### src/rtl/muxn_scan_pkg.sv
// Shared types and the wrap-around enabled-channel search for muxn_scan.
package muxn_pkg;

    typedef enum logic [1:0] {
        MANUAL,
        SCAN_DWELL,
        SCAN_PRESENT,
        SCAN_IDLE
    } state_t;

    // Upper bound on channel count supported by the search helper.
    localparam int unsigned MAXN = 32;
    localparam int unsigned IDXW = 5;

    typedef struct packed {
        logic            found;
        logic [IDXW-1:0] idx;
    } next_t;

    // First set bit of mask at or after start, wrapping at n; start itself is inclusive.
    function automatic next_t next_enabled(input logic [MAXN-1:0] mask,
                                           input int unsigned     start,
                                           input int unsigned     n);
        next_t       r;
        int unsigned j;
        r.found = 1'b0;
        r.idx   = '0;
        for (int unsigned i = 0; i < MAXN; i++) begin
            if (i < n) begin
                j = start + i;
                if (j >= n) j = j - n;
                if (!r.found && mask[j[IDXW-1:0]]) begin
                    r.found = 1'b1;
                    r.idx   = j[IDXW-1:0];
                end
            end
        end
        return r;
    endfunction

endpackage

### src/rtl/muxn_scan_if.sv
// Bus bundle between muxn_scan and its driver/consumer.
interface muxn_scan_if #(
    parameter int N = 4,
    parameter int W = 1
);
    localparam int SELW = $clog2(N);

    logic            mode;
    logic [SELW-1:0] sel;
    logic [N-1:0]    en_mask;
    logic [N*W-1:0]  din;
    logic [W-1:0]    y;
    logic [SELW-1:0] ch;
    logic            y_valid;
    logic            y_ready;
    logic            sel_err;

    modport master (
        output mode, sel, en_mask, din, y_ready,
        input  y, ch, y_valid, sel_err
    );

    modport slave (
        input  mode, sel, en_mask, din, y_ready,
        output y, ch, y_valid, sel_err
    );

endinterface

### src/rtl/muxn_scan_next_ch.sv
// Combinational wrap-around priority search over the channel enable mask.
module muxn_next_ch
    import muxn_pkg::*;
#(
    parameter int N = 4
) (
    input  logic [N-1:0]          mask_i,
    input  logic [$clog2(N)-1:0]  start_i,
    output logic [$clog2(N)-1:0]  idx_o,
    output logic                  found_o
);
    localparam int SELW = $clog2(N);

    next_t res;

    always_comb begin
        res     = next_enabled(MAXN'(mask_i), 32'(start_i), N);
        idx_o   = SELW'(res.idx);
        found_o = res.found;
    end

endmodule

### src/rtl/muxn_scan.sv
// N-channel registered mux: manual select, or timed scan of enabled channels
// presenting one sample per channel through a valid/ready handshake.
module muxn_scan
    import muxn_pkg::*;
#(
    parameter int N        = 4,
    parameter int W        = 1,
    parameter int SCAN_DIV = 4
) (
    input  logic       clk,
    input  logic       rst_n,
    muxn_scan_if.slave bus
);
    localparam int SELW = $clog2(N);
    localparam int CNTW = (SCAN_DIV > 1) ? $clog2(SCAN_DIV) : 1;

    state_t          state_q, state_d;
    logic [CNTW-1:0] cnt_q, cnt_d;
    logic [SELW-1:0] ch_q, ch_d;
    logic [W-1:0]    y_q, y_d;
    logic            vld_q, vld_d;
    logic            err_q, err_d;

    logic [W-1:0]    din_a [N];
    logic [SELW-1:0] low_idx, nxt_idx, nxt_start;
    logic            low_found, nxt_found;
    logic            sel_oob;

    for (genvar g = 0; g < N; g++) begin : g_unpack
        assign din_a[g] = bus.din[g*W +: W];
    end

    assign sel_oob   = 32'(bus.sel) >= 32'(N);
    assign nxt_start = (ch_q == SELW'(N-1)) ? '0 : ch_q + SELW'(1);

    muxn_next_ch #(.N(N)) u_lowest (
        .mask_i  (bus.en_mask),
        .start_i ('0),
        .idx_o   (low_idx),
        .found_o (low_found)
    );

    muxn_next_ch #(.N(N)) u_next (
        .mask_i  (bus.en_mask),
        .start_i (nxt_start),
        .idx_o   (nxt_idx),
        .found_o (nxt_found)
    );

    always_comb begin
        state_d = state_q;
        cnt_d   = cnt_q;
        ch_d    = ch_q;
        y_d     = y_q;
        vld_d   = vld_q;
        err_d   = err_q;
        case (state_q)
            MANUAL: begin
                vld_d = 1'b0;
                if (bus.mode) begin
                    err_d = 1'b0;
                    if (low_found) begin
                        ch_d    = low_idx;
                        cnt_d   = '0;
                        state_d = SCAN_DWELL;
                    end else begin
                        state_d = SCAN_IDLE;
                    end
                end else if (sel_oob) begin
                    err_d = 1'b1;
                end else begin
                    err_d = 1'b0;
                    ch_d  = bus.sel;
                    y_d   = din_a[bus.sel];
                end
            end
            SCAN_DWELL: begin
                if (!bus.mode) begin
                    vld_d   = 1'b0;
                    state_d = MANUAL;
                end else begin
                    y_d   = din_a[ch_q];
                    cnt_d = cnt_q + CNTW'(1);
                    if (cnt_q == CNTW'(SCAN_DIV-1)) begin
                        vld_d   = 1'b1;
                        cnt_d   = '0;
                        state_d = SCAN_PRESENT;
                    end
                end
            end
            SCAN_PRESENT: begin
                // Leaving scan mode wins over a same-cycle accept; the sample is dropped.
                if (!bus.mode) begin
                    vld_d   = 1'b0;
                    state_d = MANUAL;
                end else if (bus.y_ready) begin
                    vld_d = 1'b0;
                    cnt_d = '0;
                    if (nxt_found) begin
                        ch_d    = nxt_idx;
                        state_d = SCAN_DWELL;
                    end else begin
                        state_d = SCAN_IDLE;
                    end
                end
            end
            SCAN_IDLE: begin
                vld_d = 1'b0;
                if (!bus.mode) begin
                    state_d = MANUAL;
                end else if (low_found) begin
                    ch_d    = low_idx;
                    cnt_d   = '0;
                    state_d = SCAN_DWELL;
                end
            end
            default: begin
                vld_d   = 1'b0;
                state_d = MANUAL;
            end
        endcase
    end

    always_ff @(posedge clk or negedge rst_n) begin
        if (!rst_n) begin
            state_q <= MANUAL;
            cnt_q   <= '0;
            ch_q    <= '0;
            y_q     <= '0;
            vld_q   <= 1'b0;
            err_q   <= 1'b0;
        end else begin
            state_q <= state_d;
            cnt_q   <= cnt_d;
            ch_q    <= ch_d;
            y_q     <= y_d;
            vld_q   <= vld_d;
            err_q   <= err_d;
        end
    end

    assign bus.y       = y_q;
    assign bus.ch      = ch_q;
    assign bus.y_valid = vld_q;
    assign bus.sel_err = err_q;

endmodule

### src/flat_wrapper.sv
// flat-port wrapper written by rule: the top's interface ports become plain ports
module muxn_scan_flat import muxn_pkg::*;
#(
    parameter int N        = 4,
    parameter int W        = 1,
    parameter int SCAN_DIV = 4
)
  (clk, rst_n, bus_mode, bus_sel, bus_en_mask, bus_din, bus_y_ready, bus_y, bus_ch, bus_y_valid, bus_sel_err);
  muxn_scan_if #(.N(N), .W(W)) bus_i ();
  input  logic clk;
  input  logic rst_n;
  input wire logic [$bits(bus_i.mode)-1:0] bus_mode;
  input wire logic [$bits(bus_i.sel)-1:0] bus_sel;
  input wire logic [$bits(bus_i.en_mask)-1:0] bus_en_mask;
  input wire logic [$bits(bus_i.din)-1:0] bus_din;
  input wire logic [$bits(bus_i.y_ready)-1:0] bus_y_ready;
  output wire logic [$bits(bus_i.y)-1:0] bus_y;
  output wire logic [$bits(bus_i.ch)-1:0] bus_ch;
  output wire logic [$bits(bus_i.y_valid)-1:0] bus_y_valid;
  output wire logic [$bits(bus_i.sel_err)-1:0] bus_sel_err;
  assign bus_i.mode = bus_mode;
  assign bus_i.sel = bus_sel;
  assign bus_i.en_mask = bus_en_mask;
  assign bus_i.din = bus_din;
  assign bus_i.y_ready = bus_y_ready;
  assign bus_y = bus_i.y;
  assign bus_ch = bus_i.ch;
  assign bus_y_valid = bus_i.y_valid;
  assign bus_sel_err = bus_i.sel_err;
  muxn_scan #(.N(N), .W(W), .SCAN_DIV(SCAN_DIV)) u_core (.clk(clk), .rst_n(rst_n), .bus(bus_i));
endmodule
### config.mk
export PLATFORM = sky130hd
export DESIGN_NAME = muxn_scan_flat
export DESIGN_NICKNAME = d
export VERILOG_FILES = /design/src/rtl/muxn_scan_pkg.sv /design/src/rtl/muxn_scan_if.sv /design/src/rtl/muxn_scan_next_ch.sv /design/src/rtl/muxn_scan.sv /design/src/flat_wrapper.sv
export SDC_FILE = /design/constraint.sdc
export NUM_CORES = 1
export LEC_CHECK = 0
export CAP_MARGIN = 20
export CORE_MARGIN = 2
export CORE_UTILIZATION = 40
export CTS_CLUSTER_DIAMETER = 40
export DETAILED_ROUTE_END_ITERATION = 10
export MAX_ROUTING_LAYER = met4
export SETUP_SLACK_MARGIN = 0.5
export SKIP_CTS_REPAIR_TIMING = 1
export SLEW_MARGIN = 40
export SYNTH_ARGS = -nofsm -noshare
export SYNTH_HDL_FRONTEND = slang
export SYNTH_HIERARCHICAL = 1
export SYNTH_SLANG_ARGS = --single-unit
export TNS_END_PERCENT = 100
### constraint.sdc
create_clock -name clk -period 5.8 [get_ports clk]
set_clock_uncertainty 0.05 [all_clocks]
set_input_delay 1.16 -clock clk [delete_from_list [all_inputs] [get_ports clk]]
set_output_delay 1.16 -clock clk [all_outputs]
set_load 0.05 [all_outputs]
# Word-level counts from Yosys, hierarchy flattened
# Cells that the tools add are included.
# W data, S select, Z words.
[op_classes]
add_sub_neg = 9
n_lt_le_gt_ge = 10
n_eq_ne = 17
muxes = 59
bitwise = 2
n_reduce_logical = 21
[ops]
columns = ["op", "n"]
rows = [
  ["$mux W6", 8],
  ["$mux W2", 22],
  ["$lt A5 B6 Y1 const B", 4],
  ["$bmux W1 S5", 4],
  ["$mux W5", 4],
  ["$ge A3 B3 Y1 const B", 5],
  ["$mux W1", 14],
  ["$ne A2 B2 Y1 const B", 7],
  ["$pmux W2 S3", 2],
  ["$sub A3 B3 Y4 const B", 3],
  ["$reduce_and A5 Y1", 2],
  ["$eq A2 B2 Y1 const B", 4],
  ["$pmux W2 S4", 1],
  ["$add A2 B2 Y3 const B", 2],
  ["$logic_and A1 B1 Y1", 6],
  ["$logic_not A1 Y1", 6],
  ["$ne A3 B3 Y1 const B", 2],
  ["$not A2 Y3", 2],
  ["$add A2 B1 Y2 const B", 2],
  ["$bmux W1 S2", 2],
  ["$ne A2 B1 Y1 const B", 2],
  ["$reduce_and A4 Y1", 1],
  ["$sub A2 B3 Y4 const B", 1],
  ["$add A2 B1 Y3 const B", 1],
  ["11 further kinds", 11],
]
[totals]
ff_bits = 8
input_bits = 14
word_cells = 123

# Logic depth before layout (Yosys ltp)
# Gate-level depths: netlist of run 1.
[depth]
ltp_word = 20
mapped_depth = 13
depth_no_buf = 12

# By module
# The synthesis of run 1 kept the hierarchy.
[by_module_without_submodules]
columns = ["mod", "instances", "cells_per_inst", "area_per_inst_um2", "seq_area_each_um2"]
rows = [
  ["muxn_scan", 1, 74, 701.9, 200.2],
  ["muxn_next_ch", 2, 39, 310.3, 0.0],
]

# Worst setup path before layout of run 1
# OpenSTA, ideal clock, no wires.
[synth_path]
path_type = "register to register"
start = "reg u_core.ch_q[0], in the netlist u_core/bus.ch[0]"
end = "reg u_core.ch_q[1], in the netlist u_core/bus.ch[1]"
setup_ns = 0.128
arrival_time_ns = 3.099
required_ns = 5.622
slack_ns = 2.523
path_stages_with_launch = 13
path_buffers = 1
path_cell_list = "dfrtp_1 ha_1 nor2_1 buf_2 inv_1 ha_1 mux4_2 nand2_1 nand3b_1 nor2b_1 a221oi_2 nand2_1 mux2_1"
[synth_via]
word_cells_on_any_way = 42
cone_classes = "add/sub (8); order compare (4); eq/ne (2); mux (21); reduce/logical (7)"
[synth_rtl]
columns = ["element", "line_no", "source"]
rows = [
  ["start, declared", "muxn_scan.sv:19", "logic [SELW-1:0] ch_q, ch_d;"],
  ["start signal, assigned", "muxn_scan.sv:135", "ch_q <= ch_d;"],
  ["$add A2 B1 Y2 or $eq A2 B2 Y1 (tied branches)", "muxn_scan.sv:34", "assign nxt_start = (ch_q == SELW'(N-1)) ? '0 : ch_q + SELW'(1);"],
  ["$mux W2 (*)", "muxn_scan.sv:34", ""],
  ["named net u_core.nxt_start[0]", "muxn_scan.sv:25", "logic [SELW-1:0] low_idx, nxt_idx, nxt_start;"],
  ["parallel branches: the longest is 13 deep, another holds $sub A3 B3 Y4", "--", ""],
  ["$mux W6 (*)", "muxn_scan_pkg.sv:32", "if (!r.found && mask[j[IDXW-1:0]]) begin"],
  ["named net u_core.nxt_found", "muxn_scan.sv:26", "logic low_found, nxt_found;"],
  ["$ne A2 B2 Y1 (no source line) (*)", "--", ""],
  ["$reduce_and A5 Y1 (no source line) (*)", "--", ""],
]
# Mark *: on every way through the listed nets, which the timed path passes. The select of a mux whose other input is x is not followed.
# A chain may end at the register's enable or synchronous reset.

# Worst setup path in the final report of run 1
[layout_path]
start = "in bus_en_mask[1]"
end = "reg u_core.cnt_q[0]"
[layout_via]
elab_chain_cells = 10
[layout_lines]
columns = ["element", "line_no", "source"]
rows = [
  ["start, declared", "flat_wrapper.sv:14", "input wire logic [$bits(bus_i.en_mask)-1:0] bus_en_mask;"],
  ["$logic_and A1 B1 Y1 (*)", "muxn_scan_pkg.sv:32", ""],
  ["$mux W6 (*)", "muxn_scan_pkg.sv:32", ""],
  ["$logic_not A1 Y1", "muxn_scan_pkg.sv:32", ""],
  ["$logic_and A1 B1 Y1", "muxn_scan_pkg.sv:32", ""],
  ["$mux W6 (*)", "muxn_scan_pkg.sv:32", ""],
  ["$logic_not A1 Y1", "muxn_scan_pkg.sv:32", ""],
  ["$logic_and A1 B1 Y1", "muxn_scan_pkg.sv:32", ""],
  ["$mux W6 (*)", "muxn_scan_pkg.sv:32", ""],
  ["named net u_core.low_found", "muxn_scan.sv:26", ""],
  ["$ne A2 B1 Y1 (no source line) (*)", "--", ""],
  ["$reduce_and A5 Y1 (no source line) (*)", "--", ""],
  ["end signal, assigned", "muxn_scan.sv:134", "cnt_q <= cnt_d;"],
  ["end, declared", "muxn_scan.sv:18", "logic [CNTW-1:0] cnt_q, cnt_d;"],
]
# Mark *: on every way through the listed nets, which the timed path passes. The rest lies on a longest branch.

==> impl_metrics.env, run 1 <==
export IMPL_final_common_cell="nand2_1"
export IMPL_crit_path_end="u_core/cnt_q[0]$_DFFE_PN0P_"
export IMPL_num_antenna_cells=0
export IMPL_clkSlewWorstSetupHoldPaths_ns=0.05
export IMPL_period_share_pct=60.5
export IMPL_p_int_w=0.000361
export IMPL_power_frac_clock_pct=5.6
export IMPL_rsz0062_at_grt="false"
export IMPL_die_area_um2=3780
export IMPL_dieWidth_um=61.5
export IMPL_synth_edff_count=0
export IMPL_portBuffers=17
export IMPL_leakagePower_nw=0.681
export IMPL_clock_latency_ns=0.25
export IMPL_synth_area_um2=1320
export IMPL_dp_hpwl_mm=2.27
export IMPL_setup_viol=0
export IMPL_cts_htree_levels=1
export IMPL_cts_root_buf="clkbuf_4"
export IMPL_cts_sinks=8
export IMPL_yosys_top_cells_area="dfrtp_1 15%, ha_1 14%, mux4_2 10%, nand2_1 6.0%, mux4_1 4.0%"
export IMPL_drive_above_1_share_pct=12.6
export IMPL_drc=0
export IMPL_syn_area_per_cell_um2=8.70
export IMPL_yosysTopAreaCell="dfrtp_1"
export IMPL_place_gp_congestion=0.843
export IMPL_first_pass_iters=4
export IMPL_drtAntennaViolNets=0
export IMPL_slowest_stage="mux4_1"
export IMPL_antenna_found_initial=0
export IMPL_path_cells="clkdlybuf4s50_1 > mux4_1 > nand2_1 > a21boi_2 > nand3b_1 > o221a_2 > mux2_1"
export IMPL_grt_first_pass_wirelength_mm=4.66
export IMPL_finalHoldViolCount=0
export IMPL_fp_dieH_um=61.5
export IMPL_path_delay_family="multiplexers"
export IMPL_fmax_ghz=0.285
export IMPL_max_slew_margin_rel_pct=58.0
export IMPL_grt_start_max_net_pins=16
export IMPL_ios=19
export IMPL_finalNetCount=205
export IMPL_r2r_end="u_core/bus.ch[1]$_DFFE_PN0P_"
export IMPL_reg2reg_from="u_core/bus.ch[0]$_DFFE_PN0P_"
export IMPL_worstSetupPathType="in2reg"
export IMPL_grt_pass1_vias=1099
export IMPL_cts_tree="built"
export IMPL_yosys_warnings=6
export IMPL_worst_pin_slew_ns=0.629
export IMPL_hold_class="reg2reg"
export IMPL_reg2regPathDepth=12
export IMPL_synth_async_reset_ratio_pct=100
export IMPL_ir_drop_mv=0.223
export IMPL_grt_overflow_total=0
export IMPL_place_ws_ns=2.05
export IMPL_maxCapViolCount=0
export IMPL_worstPathRequired_ns=5.87
export IMPL_layout_setup_ws_ns=2.29
export IMPL_p_sw_w=0.000364
export IMPL_critical_path_buf_inv_count=1
export IMPL_synth_cell_types=37
export IMPL_combPwrFrac_pct=79.7
export IMPL_final_area_um2=1570
export IMPL_routed_wl_mm=2.91
export IMPL_cpPeakStageDelay_ns=0.59
export IMPL_critPathCaptureType="flop"
export IMPL_rrSetupSlack_ns=2.53
export IMPL_worstSetupPathDepth=7
export IMPL_first_iter_violations=43
export IMPL_cp_max_fo=10
export IMPL_fin_tns_setup_ns=0
export IMPL_cp_data_arrival_time_ns=3.58
export IMPL_routed_via_count=1229
export IMPL_viasPerCell=5.64
export IMPL_ys_flop_type="dfrtp_1"
export IMPL_power_density_nw_per_um2=463
export IMPL_status="finished clean"
export IMPL_ys_ff_latch=8
export IMPL_avgRoutedWirePerCell_um=13.3
export IMPL_netlist_instances=152
export IMPL_initial_core_util_pct=42.6
export IMPL_report_final_slew_viol_count=0
export IMPL_grt_usage_pct=16.8
export IMPL_yosys_area_top_type_share_pct=15.1
export IMPL_core_area_um2=3100
export IMPL_cts_buffer_depth=2
export IMPL_syn_to_final_growth_pct=18.4
export IMPL_num_rows=20
export IMPL_startpoint="bus_en_mask[1]"
export IMPL_numCtsBuffers=3
export IMPL_most_common_layout_cells="21 x nand2_1, 17 x clkdlybuf4s50_1, 15 x ha_1"
export IMPL_placed_cell_area_um2=1540
export IMPL_critPathLaunchType="input pin"
export IMPL_finalPower_w=0.000725
export IMPL_min_period_ns=3.51
export IMPL_seqPwrFrac_pct=14.7
export IMPL_p_sw_share_pct=50.3
export IMPL_yosysSeqAreaShare_pct=15.1
export IMPL_min_from="u_core/cnt_q[1]$_DFFE_PN0P_"
cell type report:
class	count	area, um^2
repair buffers	17	170
well taps	44	55.1
multi-input cells	133	1070
clock buffers	3	22.5
fillers	310	1540
flip-flops and latches	8	200
inverters	13	48.8
cells by family after synthesis:
family	count (synthesis)	share of synthesized area, %
buffers and inverters	20	6.72
and+or+nand+nor	45	16.2
adders and majority gates	15	14.2
AOI/OAI and AO/OA	47	26.9
DFF	8	15.1
muxes	16	20.6
other	1	0.284
stage by stage:
step	hold slack (ns)	instances	utilization, %
final	0.477	218	50.5
after global routing	0.511	218	50.5
after CTS	0.480	218	50.5
after detailed placement	0.471	215	49.8
after global placement	0.449	215	49.7
after floorplan	0.439	161	-
registers in the layout, summed over array words and instances, names as in the netlist:
signal,count
u_core/bus.y_valid,1
u_core/cnt_q,2
u_core/state_q,2
u_core/bus.ch,2
u_core/bus.y,1
power by group through the flow:
stage	combinational (W)	clock, W	sequential, W
after detailed placement	0.000575	0	0.000107
after CTS	0.000577	0.0000431	0.000106
after global placement	0.000556	0	0.000106
after floorplan	0.000430	0	0.000137
final	0.000578	0.0000406	0.000106
after global routing	0.000636	0.0000475	0.000112
routing by layer:
metal / track usage [%] / up-vias / wire (um)
li1: - / 606 / -
met3: 2.31 / 2 / 167
met2: 30.2 / 29 / 1440
met1: 19.2 / 592 / 1280
met5: - / - / 0
met4: 4.86 / 0 / 17
worst register-to-register path, stage by stage, from the launching register on:
cell and delay [ns]:
dfrtp_1 0.44, ha_1 0.23, nor2_2 0.49, inv_1 0.10, ha_1 0.40, mux4_1 0.34
nand2_1 0.12, a21boi_2 0.19, nand3b_1 0.10, nor2b_1 0.19, a221oi_2 0.08, nand2_1 0.09
mux2_1 0.31
cell usage after synthesis (3+ instances only):
library cell / count
nand2_1: 21
ha_1: 15
inv_1: 11
a21oi_1: 8
dfrtp_1: 8
o21ai_0: 8
mux4_2: 6
nand3_1: 6
buf_2: 5
nand2b_1: 5
nor2_1: 5
a21boi_0: 4
mux2_1: 4
mux2i_1: 4
a211oi_1: 3
a21oi_2: 3
o21a_1: 3
how the worst min path moves through the flow:
| stage | endpoint | depth (start not counted) |
|---|---|---|
| 2_1_floorplan | u_core/cnt_q[0]$_DFFE_PN0P_ | 1 |
| 3_3_place_gp | u_core/cnt_q[0]$_DFFE_PN0P_ | 1 |
| 3_5_place_dp | u_core/cnt_q[1]$_DFFE_PN0P_ | 2 |
| 4_1_cts | u_core/cnt_q[1]$_DFFE_PN0P_ | 2 |
| 5_1_grt | u_core/cnt_q[1]$_DFFE_PN0P_ | 2 |
| 6_report | u_core/cnt_q[1]$_DFFE_PN0P_ | 2 |
Power figures use the tool's default switching activity.
==> run 2: changes to the inputs <==
Clock period 5.8 ns to 3 ns, I/O delays scaled along.
==> run 2 against run 1 <==
Non-clock buffer count grew 20. Routed wire length grew 9.1%. Sequential power grew 110%. Global-route usage grew 1.2 points. Combinational power grew 150%. Count of clock-buffer cells in the layout is the same.
==> impl_metrics.env, run 2 (synthesized netlist as in run 1, its figures left out) <==
export IMPL_most_common_layout_cells="19 x nand2_1, 19 x buf_4, 14 x clkdlybuf4s50_1"
export IMPL_top_usage_layer="met2"
export IMPL_use_met1_pct=20.8
export IMPL_leakagePower_nw=0.805
export IMPL_ir_drop_mv=0.645
export IMPL_die_area_um2=3780
export IMPL_core_area_um2=3100
export IMPL_cpPeakStageDelay_ns=0.52
export IMPL_place_gp_congestion=0.898
export IMPL_drc=0
export IMPL_grt_first_pass_wirelength_mm=5.02
export IMPL_maxCapViolCount=0
export IMPL_worstSetupPathType="reg2reg"
export IMPL_dieWidth_um=61.5
export IMPL_cts_buffer_depth=2
export IMPL_drtAntennaViolNets=0
export IMPL_setup_viol=0
export IMPL_first_pass_iters=4
export IMPL_numCtsBuffers=3
export IMPL_fin_util_pct=57.7
export IMPL_slowest_stage="dfrtp_4"
export IMPL_grt_usage_pct=18.0
export IMPL_worst_pin_slew_ns=0.497
export IMPL_path_cells="ha_4 > nor2_4 > inv_2 > ha_4 > mux4_2 > nand2_2 > nand3b_1 > nor2b_2 > a221oi_2 > nand2_1 > mux2_4"
export IMPL_initial_core_util_pct=42.6
export IMPL_fill_cells=308
export IMPL_cts_root_buf="clkbuf_4"
export IMPL_finalNetCount=225
export IMPL_dp_hpwl_mm=2.41
export IMPL_cts_sinks=8
export IMPL_grt_pass1_vias=1182
export IMPL_cp_max_fo=5
export IMPL_power_density_nw_per_um2=963
export IMPL_antenna_found_initial=0
export IMPL_critPathCaptureType="flop"
export IMPL_status="finished clean"
export IMPL_fmax_ghz=0.379
export IMPL_drive_above_1_share_pct=28.4
export IMPL_hold_class="reg2reg"
export IMPL_period_share_pct=88.0
export IMPL_cp_data_arrival_time_ns=2.73
export IMPL_grt_overflow_total=0
export IMPL_grt_start_max_net_pins=11
export IMPL_num_antenna_cells=0
export IMPL_routed_wl_mm=3.18
export IMPL_cts_tree="built"
export IMPL_max_slew_margin_rel_pct=66.8
export IMPL_clkSlewWorstSetupHoldPaths_ns=0.06
export IMPL_fp_dieH_um=61.5
export IMPL_num_rows=20
export IMPL_portBuffers=17
export IMPL_report_final_slew_viol_count=0
export IMPL_critPathLaunchType="flop"
export IMPL_first_iter_violations=53
export IMPL_viasPerCell=5.48
export IMPL_min_period_ns=2.64
export IMPL_grtUsageMet2_pct=32.5
export IMPL_worstPathRequired_ns=3.09
export IMPL_crit_path_frequent_cell="ha_4"
export IMPL_ios=19
export IMPL_gr_usage_met3_pct=1.89
export IMPL_routed_via_count=1304
export IMPL_syn_to_final_growth_pct=35.5
export IMPL_clock_latency_ns=0.26
export IMPL_finalHoldViolCount=0
export IMPL_avgRoutedWirePerCell_um=13.3
export IMPL_cts_htree_levels=1
export IMPL_rsz0062_at_grt="true"
export IMPL_fin_tns_setup_ns=0
==> run 2: changes by cell type in the layout (fill, tap and decap cells not counted), sizes merged <==
| cell | delta |
|---|---|
| clkdlybuf4s50 | -3 |
| dlymetal6s2s | +3 |
| buf | +20 |
==> run 2: final cells by class <==
cell class	instances	area (um^2)	share of cell area, %
clock buffer	3	22.5	1.26
inverter	13	48.8	2.72
multi-input combinational	133	1120	62.5
sequential	8	205	11.5
tap	44	55.1	3.07
timing repair buffer	37	340	19.0
==> run 2: metrics by stage <==
stage / power [W] / cells / cell area [um^2] / hold slack [ns] / setup slack (ns)
after detailed placement: 0.00143 / 225 / 1660 / 0.469 / 0.0621
after global routing: 0.00187 / 238 / 1790 / 0.509 / 0.279
after CTS: 0.00152 / 228 / 1680 / 0.482 / 0.204
after global placement: 0.00140 / 225 / 1660 / 0.449 / 0.0545
final: 0.00173 / 238 / 1790 / 0.478 / 0.361
after floorplan: 0.00119 / 161 / 1400 / 0.254 / 0.195
==> run 2: layer usage <==
| layer | routed length (um) | vias up |
|---|---|---|
| met1 | 1360 | 627 |
| met5 | 0 | - |
| li1 | - | 645 |
| met2 | 1730 | 32 |
| met4 | 0 | 0 |
| met3 | 90 | 0 |
==> run 2: path summary, 6_finish.rpt <==
| path | from | slack [ns] | end | cells past startpoint |
|---|---|---|---|---|
| max reg2reg | u_core/bus.ch[0]$_DFFE_PN0P_ | 0.36 | u_core/bus.ch[1]$_DFFE_PN0P_ | 11 |
| min reg2reg | u_core/cnt_q[0]$_DFFE_PN0P_ | 0.48 | u_core/cnt_q[0]$_DFFE_PN0P_ | 1 |
| min in group asynchronous | rst_n | 0.59 | u_core/state_q[0]$_DFFE_PN0P_ | 1 |
| max in group asynchronous | rst_n | 1.99 | u_core/bus.ch[0]$_DFFE_PN0P_ | 1 |
| max | u_core/bus.ch[0]$_DFFE_PN0P_ | 0.36 | u_core/bus.ch[1]$_DFFE_PN0P_ | 11 |
| min | u_core/cnt_q[0]$_DFFE_PN0P_ | 0.48 | u_core/cnt_q[0]$_DFFE_PN0P_ | 1 |
==> run 2: worst max-delay path: cells and delay by family (launching register included) <==
kind,cells,cell delay (ns)
AO/OA/AOI/OAI,1,0.07
adder cells (fa/ha/maj),2,0.47
buffers and inverters,1,0.06
flip-flops,1,0.52
multiplexers,2,0.79
AND/OR/NAND/NOR,5,0.56
==> run 2: report_power, final <==
part / internal, W / switching (W) / total (W)
clock network: 0.0000460 / 0.0000397 / 0.0000857
registers: 0.000158 / 0.0000614 / 0.000219
logic: 0.000731 / 0.000690 / 0.00142
total: 0.000935 / 0.000791 / 0.00173
==> run 3: changes to the inputs <==
Settings changed: ABC_CLOCK_PERIOD_IN_PS set to 3000.
==> results of run 3 <==
The final DEF is identical to that of run 2; final timing and power are the same.
